===== src/rtl/munoc_monitor_collector_pkg.sv =====
// Shared definitions for the monitor collector: APB word indices (byte
// offset / 4), field positions inside the timeout/mask registers and the
// window-sequencer state encoding.
package munoc_monitor_collector_pkg;

  // Word indices of the register map (byte address >> 2)
  localparam int WI_CTRL   = 0;   // 0x00
  localparam int WI_STATUS = 1;   // 0x04
  localparam int WI_TO     = 2;   // 0x08
  localparam int WI_MASK   = 3;   // 0x0C
  localparam int WI_WCNT   = 4;   // 0x10
  localparam int WI_LAST   = 16;  // 0x40 + 4i
  localparam int WI_PEAK   = 32;  // 0x80 + 4i

  // Field positions
  localparam int RESP_LSB       = 16;  // resp-side timeout bits start here
  localparam int MASK_WDONE_BIT = 31;  // IRQ_MASK bit gating WDONE

  typedef enum logic [1:0] {
    ST_IDLE  = 2'd0,
    ST_PRIME = 2'd1,
    ST_RUN   = 2'd2
  } fsm_t;

endpackage


===== src/rtl/munoc_monitor_channel.sv =====
// One bandwidth channel: remembers the count at the start of the window,
// produces the wrap-safe delta at window end and keeps the peak delta.
// Ports:
//   clk, rstnn  clock / async active-low reset
//   count       free-running wrapping busy count from the monitor
//   prime       capture count as the window start (no LAST/PEAK update)
//   win_end     window boundary: update LAST/PEAK, restart from count
//   peak_clr    APB write to this channel's PEAK register
//   last, peak  LAST and PEAK register contents
module munoc_monitor_channel
  import munoc_monitor_collector_pkg::*;
#(
  parameter int BW_COUNT = 16
) (
  input  logic                clk,
  input  logic                rstnn,
  input  logic [BW_COUNT-1:0] count,
  input  logic                prime,
  input  logic                win_end,
  input  logic                peak_clr,
  output logic [BW_COUNT-1:0] last,
  output logic [BW_COUNT-1:0] peak
);

  logic [BW_COUNT-1:0] prev_q;
  logic [BW_COUNT-1:0] delta;

  // Modular subtraction handles a counter wrap inside the window.
  assign delta = count - prev_q;

  always_ff @(posedge clk or negedge rstnn) begin
    if (!rstnn) begin
      prev_q <= '0;
      last   <= '0;
      peak   <= '0;
    end else begin
      if (prime || win_end) prev_q <= count;
      if (win_end)          last   <= delta;
      // A software clear in the same cycle as a window end wins.
      if (peak_clr)                     peak <= '0;
      else if (win_end && delta > peak) peak <= delta;
    end
  end

endmodule


===== src/rtl/munoc_monitor_collector.sv =====
// Collects NUM_MON monitor bandwidth counts and timeout levels into one APB
// register block: per-window deltas (LAST), peaks (PEAK), sticky timeouts
// and a single registered interrupt.
// Ports:
//   clk, rstnn                 clock / async active-low reset
//   enable                     window advances only while 1
//   mon_bw_count               NUM_MON packed wrapping busy counts
//   mon_timeout_req/resp       per-channel timeout levels
//   rpsel..rpwdata             APB slave inputs
//   rprdata, rpready, rpslverr APB slave outputs (zero wait)
//   irq                        masked sticky timeouts | masked WDONE
module munoc_monitor_collector
  import munoc_monitor_collector_pkg::*;
#(
  parameter int NUM_MON  = 4,
  parameter int BW_COUNT = 16,
  parameter int WINDOW   = 1024,
  parameter int BW_ADDR  = 8
) (
  input  logic                        clk,
  input  logic                        rstnn,
  input  logic                        enable,
  input  logic [NUM_MON*BW_COUNT-1:0] mon_bw_count,
  input  logic [NUM_MON-1:0]          mon_timeout_req,
  input  logic [NUM_MON-1:0]          mon_timeout_resp,
  input  logic                        rpsel,
  input  logic                        rpenable,
  input  logic                        rpwrite,
  input  logic [BW_ADDR-1:0]          rpaddr,
  input  logic [31:0]                 rpwdata,
  output logic [31:0]                 rprdata,
  output logic                        rpready,
  output logic                        rpslverr,
  output logic                        irq
);

  localparam int AW  = BW_ADDR - 2;
  localparam int WCW = $clog2(WINDOW);

  // ---------------- APB decode ----------------
  logic          access, wr;
  logic [AW-1:0] widx;
  logic          wr_ctrl, wr_status, wr_to, wr_mask;

  assign access    = rpsel & rpenable;
  assign wr        = access & rpwrite;
  assign widx      = rpaddr[BW_ADDR-1:2];
  assign wr_ctrl   = wr && (widx == AW'(WI_CTRL));
  assign wr_status = wr && (widx == AW'(WI_STATUS));
  assign wr_to     = wr && (widx == AW'(WI_TO));
  assign wr_mask   = wr && (widx == AW'(WI_MASK));
  assign rpready   = 1'b1;

  // Byte-lane bits and unused data bits are intentionally ignored.
  logic unused_ok;
  assign unused_ok = ^{rpwdata, rpaddr[1:0]};

  // ---------------- control / status registers ----------------
  logic               run_q, wdone_q, irq_q;
  logic [NUM_MON-1:0] to_req_q, to_resp_q, mask_req_q, mask_resp_q;
  logic               mask_wdone_q;
  logic [NUM_MON-1:0] clr_req, clr_resp;
  logic               prime, win_end;

  assign clr_req  = wr_to ? rpwdata[NUM_MON-1:0]          : '0;
  assign clr_resp = wr_to ? rpwdata[RESP_LSB +: NUM_MON] : '0;

  always_ff @(posedge clk or negedge rstnn) begin
    if (!rstnn) begin
      run_q        <= 1'b0;
      wdone_q      <= 1'b0;
      to_req_q     <= '0;
      to_resp_q    <= '0;
      mask_req_q   <= '0;
      mask_resp_q  <= '0;
      mask_wdone_q <= 1'b0;
      irq_q        <= 1'b0;
    end else begin
      if (wr_ctrl) run_q <= rpwdata[0];
      // Window end beats a coincident W1C.
      if (win_end)                      wdone_q <= 1'b1;
      else if (wr_status && rpwdata[0]) wdone_q <= 1'b0;
      // New timeout level beats a coincident W1C.
      to_req_q  <= (to_req_q  & ~clr_req)  | mon_timeout_req;
      to_resp_q <= (to_resp_q & ~clr_resp) | mon_timeout_resp;
      if (wr_mask) begin
        mask_req_q   <= rpwdata[NUM_MON-1:0];
        mask_resp_q  <= rpwdata[RESP_LSB +: NUM_MON];
        mask_wdone_q <= rpwdata[MASK_WDONE_BIT];
      end
      irq_q <= |(to_req_q & mask_req_q) | |(to_resp_q & mask_resp_q)
             | (wdone_q & mask_wdone_q);
    end
  end

  assign irq = irq_q;

  // ---------------- window sequencer ----------------
  fsm_t           state_q, state_d;
  logic [WCW-1:0] wcnt_q, wcnt_d;

  always_ff @(posedge clk or negedge rstnn) begin
    if (!rstnn) begin
      state_q <= ST_IDLE;
      wcnt_q  <= '0;
    end else begin
      state_q <= state_d;
      wcnt_q  <= wcnt_d;
    end
  end

  always_comb begin
    state_d = state_q;
    wcnt_d  = wcnt_q;
    prime   = 1'b0;
    win_end = 1'b0;
    if (!run_q) begin
      // Stopping is honoured even while enable is low.
      state_d = ST_IDLE;
      wcnt_d  = '0;
    end else if (enable) begin
      unique case (state_q)
        ST_IDLE:  state_d = ST_PRIME;
        ST_PRIME: begin
          prime   = 1'b1;
          wcnt_d  = '0;
          state_d = ST_RUN;
        end
        ST_RUN: begin
          if (wcnt_q == WCW'(WINDOW - 1)) begin
            win_end = 1'b1;
            wcnt_d  = '0;
          end else begin
            wcnt_d = wcnt_q + 1'b1;
          end
        end
        default: state_d = ST_IDLE;
      endcase
    end
  end

  // ---------------- channels ----------------
  logic [NUM_MON-1:0][BW_COUNT-1:0] last, peak;
  logic [NUM_MON-1:0]               peak_clr;

  for (genvar g = 0; g < NUM_MON; g++) begin : g_ch
    assign peak_clr[g] = wr && (widx == AW'(WI_PEAK + g));
    munoc_monitor_channel #(.BW_COUNT(BW_COUNT)) u_ch (
      .clk      (clk),
      .rstnn    (rstnn),
      .count    (mon_bw_count[g*BW_COUNT +: BW_COUNT]),
      .prime    (prime),
      .win_end  (win_end),
      .peak_clr (peak_clr[g]),
      .last     (last[g]),
      .peak     (peak[g])
    );
  end

  // ---------------- read mux ----------------
  logic [31:0] rdata;
  logic        hit;

  always_comb begin
    rdata = '0;
    hit   = 1'b0;
    case (widx)
      AW'(WI_CTRL):   begin hit = 1'b1; rdata[0] = run_q;   end
      AW'(WI_STATUS): begin hit = 1'b1; rdata[0] = wdone_q; end
      AW'(WI_TO): begin
        hit = 1'b1;
        rdata[NUM_MON-1:0]          = to_req_q;
        rdata[RESP_LSB +: NUM_MON] = to_resp_q;
      end
      AW'(WI_MASK): begin
        hit = 1'b1;
        rdata[NUM_MON-1:0]          = mask_req_q;
        rdata[RESP_LSB +: NUM_MON] = mask_resp_q;
        rdata[MASK_WDONE_BIT]       = mask_wdone_q;
      end
      AW'(WI_WCNT):   begin hit = 1'b1; rdata = 32'(wcnt_q); end
      default: ;
    endcase
    for (int i = 0; i < NUM_MON; i++) begin
      if (widx == AW'(WI_LAST + i)) begin hit = 1'b1; rdata = 32'(last[i]); end
      if (widx == AW'(WI_PEAK + i)) begin hit = 1'b1; rdata = 32'(peak[i]); end
    end
  end

  assign rprdata  = access ? rdata : 32'h0;
  assign rpslverr = access & ~hit;

endmodule

===== config.mk =====
export PLATFORM = sky130hd
export DESIGN_NAME = munoc_monitor_collector
export DESIGN_NICKNAME = d
export VERILOG_FILES = /design/src/rtl/munoc_monitor_collector_pkg.sv /design/src/rtl/munoc_monitor_channel.sv /design/src/rtl/munoc_monitor_collector.sv
export SDC_FILE = /design/constraint.sdc
export NUM_CORES = 1
export LEC_CHECK = 0
export ABC_AREA = 1
export BUFFER_PORTS_ARGS = -buffer_cell sky130_fd_sc_hd__buf_4
export CORE_MARGIN = 2
export CORE_UTILIZATION = 62
export CTS_BUF_LIST = sky130_fd_sc_hd__clkbuf_8
export DETAILED_ROUTE_END_ITERATION = 10
export PLACE_DENSITY = 0.83
export SLEW_MARGIN = 20
export SYNTH_ARGS = -nofsm -noshare
export SYNTH_HDL_FRONTEND = slang
export SYNTH_SLANG_ARGS = --single-unit

===== constraint.sdc =====
create_clock -name clk -period 3.25 [get_ports clk]
set_input_delay 0.325 -clock clk [delete_from_list [all_inputs] [get_ports clk]]
set_output_delay 0.325 -clock clk [all_outputs]
set_load 0.005 [all_outputs]

# After elaboration in Yosys (flattened, before gate mapping)
# Cells that the tools add are included.
# word_totals
ff_bits	224
in_bits	118
# op_classes
addsub	5
order_cmp	4
eq_ne	18
mux	49
n_bitwise	15
n_reduce_logical	26
# ops
operator	n
32-bit two-way mux	9
16-bit two-way mux	8
16-bit greater-than comparator	4
16-bit subtractor	4
10-bit two-way mux	3
6-bit by 5-bit equality test with 1-bit output (second input constant)	4
6-bit equality test (second input constant)	4
10-bit case mux with 2 select lines	1
1-bit two-way mux	19
4-bit AND	4
1-bit logical AND	13
6-bit by 2-bit equality test with 1-bit output (second input constant)	2
10-bit by 1-bit adder with 10-bit output (second input constant)	1
10-bit equality test (second input constant)	1
2-bit nonzero test	5
3-bit case mux with 3 select lines	1
4-bit two-way mux	2
4-bit NOT	2
4-bit OR	2
4-bit case mux with 2 select lines	1
4-bit OR reduction	2
6-bit by 1-bit equality test with 1-bit output (second input constant)	1
6-bit by 3-bit equality test with 1-bit output (second input constant)	1
6-bit zero test	1
15 further kinds	22

# Depth between registers and ports, before layout
# logic_depth
word_depth	13
mapped_depth	24

# Cells and area by module
# A second synthesis with hierarchy kept.
# hier_totals
cells_unflattened	2392
area_unflattened_um2	16505.8
# by_module_without_submodules
mod	instances	cells_each	area_per_inst_um2	seq_area_each_um2
munoc_monitor_channel (g_ch[1].u_ch ...)	2	469	3398.3	1201.2
munoc_monitor_channel (g_ch[3].u_ch)	1	467	3323.2	1201.2
munoc_monitor_channel (g_ch[0].u_ch)	1	463	3293.2	1201.2
munoc_monitor_collector	1	524	3093.0	800.8

# Least setup slack after synthesis
# No wires, ideal clock.
# synth_path
path_type	in2reg
start	in mon_bw_count[16]
end	reg g_ch[1].u_ch.peak[9]
setup_time_ns	0.125
arrival_ns	2.910
slack_ns	0.215
stages	18
cell_sequence	inv_1 ha_1 inv_1 fa_1 a21oi_1 o21ai_0 a21oi_1 o21ai_0 xor2_1 ha_1 nand2_1 nor2_1 nand2_1 o21ai_0 nand2_2 buf_6 nand3_1 o21ai_2
# synth_between
elab_chain_cells	4
word_cells_on_any_way	6
classes_between	1 x add/sub; 1 x order compare; 2 x mux; 2 x reduce/logical
# synth_rtl
element	line_no	text
start: declaration	munoc_monitor_collector.sv:23	input logic [NUM_MON*BW_COUNT-1:0] mon_bw_count,
16-bit subtractor	munoc_monitor_channel.sv:29	assign delta = count - prev_q;
net g_ch[1].u_ch.delta[10]	munoc_monitor_channel.sv:26	logic [BW_COUNT-1:0] delta;
16-bit greater-than comparator	munoc_monitor_channel.sv:41	else if (win_end && delta > peak) peak <= delta;
1-bit logical AND	munoc_monitor_channel.sv:41	
2-bit nonzero test (no line)	-	
end signal: assignment	munoc_monitor_channel.sv:41	
end: declaration	munoc_monitor_channel.sv:22	output logic [BW_COUNT-1:0] peak
# The timed path passes the listed nets, and every way through them passes these cells. The select of a mux whose other input is x is not followed.
# A chain may end at the register's enable or synchronous reset.

# Worst setup path after layout
# layout_path
start	reg g_ch[1].u_ch.prev_q[0]
end	reg g_ch[1].u_ch.peak[6]
# layout_between
elab_chain_cells	4
word_cells_on_any_way	6
classes_between	1 x add/sub; 1 x order compare; 2 x mux; 2 x reduce/logical
# layout_rtl
element	line_no	text
start: declaration	munoc_monitor_channel.sv:25	logic [BW_COUNT-1:0] prev_q;
start signal: assignment	munoc_monitor_channel.sv:37	if (prime || win_end) prev_q <= count;
16-bit subtractor	munoc_monitor_channel.sv:29	
net g_ch[1].u_ch.delta[12]	munoc_monitor_channel.sv:26	
16-bit greater-than comparator	munoc_monitor_channel.sv:41	
1-bit logical AND	munoc_monitor_channel.sv:41	
2-bit nonzero test (no line)	-	
# The timed path passes the listed nets, and every way through them passes these cells. The select of a mux whose other input is x is not followed.

==> out/metrics.yaml <==
status:
  violations: "negative setup slack"
  outcome: "complete, but fails checks"
routing:
  vias_per_cell: 5.699
  drtPass1Iterations: 7
  num_vias: 15080
  drt_iter0_drc: 1437
  wl_um: 45870
  ant_nets: 0
  drc: 0
  wl_per_cell_um: 17.33
critical_path:
  rr_worst_depth: 19
  path_class: "reg2reg"
  crit_path_end_kind: "flip-flop"
  critPathMaxStageDelay_ns: 0.41
  critPathRequiredTime_ns: 3.73
  crit_path_top_delay_cell: "fa_2"
  arrival_ns: 3.76
  start_kind: "flip-flop"
  crit_chain: "ha_2 -> inv_2 -> fa_2 -> a21oi_2 -> o21ai_2 -> nand3_1 -> o2111ai_1 -> xor2_1 -> inv_1 -> ha_1 -> nand2_1 -> nor2_2 -> nand2_2 -> nor4_4 -> nor2_2 -> nand2_2 -> buf_6 -> nand3_1 -> o21ai_2"
  cp_max_fo: 7
die:
  dieWidth_um: 159.8
  coreArea_mm2: 0.02411
  initial_core_util_pct: 62.47
  die_h_um: 159.8
  rows: 57
  die_area_mm2: 0.02555
  ios: 153
clock_tree:
  cts-root-buf: "clkbuf_8"
  clkTransAtPathRegs_ns: 0.06
  cts_buffer_depth: 3
  cts_sinks: 224
  numCtsBuffers: 42
  htree_levels: 2
  clkLatencyLatePin_ns: 0.55
  cts_tree: "yes"
global_routing:
  grt_antenna_before_repair: 0
  grt_pass1_vias: 14530
  globalRouteTotalUtil_pct: 33.94
  grt_max_degree: 125
  grt_overflow: 0
  grt_first_pass_wirelength_um: 70550
sta:
  finalSetupViolCount: 3
  setup_ws_ns: -0.02746
  hold_viol: 0
  fmax_ghz: 0.3051
  finalCritPeriodShare_pct: 100.8
  finalSetupTns_ns: -0.03946
  slew_headroom_pct: 44.39
  hold_ws_ns: 0.01498
  rsz0062_at_grt: "true"
  drv_slew: 0
  fin_skew_ns: 0.02332
  tightest_slew_ns: 0.8277
  min_period_ns: 3.277
logic_synthesis:
  synth_top_area_share_pct: 37.22
  seq_area_frac_synth_pct: 37.22
  synthXorXnorAreaFrac_pct: 2.850
  synthAdderAreaFrac_pct: 10.92
  synth_area_mm2: 0.01506
  ys_ff_latch: 224
  ys_warn_count: 0
  synth_cell_type_count: 52
  synth_area_leaders: "dfrtp_1 (37%), nand2_1 (13%), ha_1 (10%), inv_1 (7.1%), o21ai_0 (5.8%)"
  synth_top_area_cell: "dfrtp_1"
  synth_cells: 2019
  synth-compound-area-share_pct: 15.13
  muxShareOfSynthArea_pct: 0.07478
  postSynthAreaPerCell_um2: 7.458
  synth_top_family_by_area: "simple AND/OR/NAND/NOR gates"
  yosys.area_share.simple_pct: 23.75
layout:
  n_fill_cell: 1628
  num-nets-final: 2543
  drive_gt1_share_pct: 20.84
  fin_area_mm2: 0.01909
  area_delta_synth_final_pct: 26.81
  diodes: 0
pwr:
  ir_worst_vdd_mv: 0.3941
  p_total_mw: 6.824
  p_leak_nw: 9.775
  powerDensity_mw_per_mm2: 357.4
min_path:
  hold_path_class: "in2reg"
  holdPathStages: 3
run:
  maxCapViolCount: 0
place:
  place.gp.congestion: 0.9718
  io_buffer_count: 115
  dpl.hpwl_um: 31780
  placed_cell_area_mm2: 0.01683
## state kept, by name (all words and copies together) (netlist names)
register and cells:
g_ch.u_ch.last 64, g_ch.u_ch.peak 64, g_ch.u_ch.prev_q 64, wcnt_q 10
mask_req_q 4, mask_resp_q 4, to_req_q 4, to_resp_q 4
state_q 2, irq 1, mask_wdone_q 1, run_q 1
wdone_q 1
## per-stage QoR
stage / worst slack, ns / utilization [%] / cells
after detailed placement: -0.1991 / 69.81 / 2513
after global placement: 0.01138 / 69.81 / 2513
after CTS: 0.001775 / 75.45 / 2633
after global routing: -0.1856 / 79.21 / 2646
final: -0.02746 / 79.21 / 2646
after floorplan: 0.2146 / - / 2029
## layout make-up
| type | instances | area [um^2] | area share, % |
|---|---|---|---|
| timing repair buffer | 286 | 2364 | 12.38 |
| tap | 324 | 405.4 | 2.123 |
| inverter | 293 | 1107 | 5.799 |
| clock inverter | 17 | 120.1 | 0.6291 |
| sequential | 224 | 5605 | 29.36 |
| multi-input combinational | 1449 | 8763 | 45.89 |
| clock buffer | 53 | 729.5 | 3.820 |
## kinds of logic (layout without fill, tap and decap cells)
logic type,count (synthesis),in the layout
adder cells (fa/ha/maj),129,129
multiplexers,1,1
AO/OA/AOI/OAI,414,414
flip-flops,224,224
AND/OR/NAND/NOR,844,844
XOR/XNOR,49,49
buffers and inverters,356,649
other,2,12
## layout by cell type (no fill, tap or decap), types with 36 or more instances in the layout
| master | n |
|---|---|
| a21oi_1 | 109 |
| xor2_1 | 36 |
| inv_1 | 285 |
| buf_4 | 222 |
| nand3_1 | 129 |
| clkbuf_8 | 53 |
| dlygate4sd3_1 | 50 |
| dfrtp_1 | 224 |
| nor2_1 | 104 |
| ha_1 | 97 |
| o21ai_0 | 163 |
| nand2_1 | 489 |
## worst paths after layout
path,slack [ns],startpoint,endpoint
max in group asynchronous,1.83,rstnn,g_ch[0].u_ch.prev_q[14]
worst max-delay path,-0.03,g_ch[1].u_ch.prev_q[0],g_ch[1].u_ch.peak[6]
min in group asynchronous,0.40,rstnn,g_ch[1].u_ch.prev_q[1]
worst max register to register,-0.03,g_ch[1].u_ch.prev_q[0],g_ch[1].u_ch.peak[6]
worst min-delay path,0.01,mon_bw_count[22],g_ch[1].u_ch.prev_q[6]
worst min register to register,0.48,g_ch[3].u_ch.last[1],g_ch[3].u_ch.last[1]
## critical path, delay by kind of cell (launching register included)
family / cells / cell delay (ns)
simple gates: 8 / 0.93
compound gates: 4 / 0.42
buf+inv: 3 / 0.29
fa+ha+maj: 3 / 0.90
xor+xnor: 1 / 0.28
flops: 1 / 0.36
## where the power goes
group | switching (mW) | internal (mW) | total (mW)
registers | 0.0128 | 2.82 | 2.83
clock network | 1.22 | 1.61 | 2.83
logic | 0.667 | 0.497 | 1.16
total | 1.90 | 4.92 | 6.82
## metal layers
metal / GRT usage [%] / vias up / part of all wire [%]
met1: 45.05 / 7153 / 41
met4: 16.05 / 0 / 4.7
li1: - / 7129 / -
met3: 5.792 / 157 / 7.0
met5: 0 / - / 0
met2: 54.57 / 641 / 47
## timing repair
action                                  in CTS  in global routing
buffers inserted                             0                 13
pin swaps                                    0                 44
endpoints found under the hold margin      141                  0
hold buffers                                50                  0
endpoints found under the setup margin      20                 64
resized for setup                            2                184
## cell usage after synthesis, drive strengths merged
| cell type | count |
|---|---|
| o221ai | 2 |
| mux2 | 1 |
| inv | 288 |
| o21ai | 211 |
| o21a | 4 |
| nor3b | 3 |
| a31oi | 7 |
| o21bai | 11 |
| dfrtp | 224 |
| fa | 4 |
| nor2 | 124 |
| conb | 2 |
| nand4 | 19 |
| a31o | 1 |
| or2 | 9 |
| a22oi | 7 |
| o211ai | 6 |
| clkinv | 5 |
| xnor2 | 4 |
| nor3 | 16 |
| nand3 | 150 |
| clkbuf | 20 |
| and3 | 1 |
| buf | 43 |
| nor4 | 3 |
| o22ai | 13 |
| o2111ai | 4 |
| a21boi | 1 |
| a2111o | 1 |
| a21oi | 131 |
| o41ai | 1 |
| o31ai | 6 |
| nand3b | 2 |
| nand2 | 517 |
| xor2 | 45 |
| ha | 125 |
| a21o | 8 |
(Power assumes the default switching activity.)
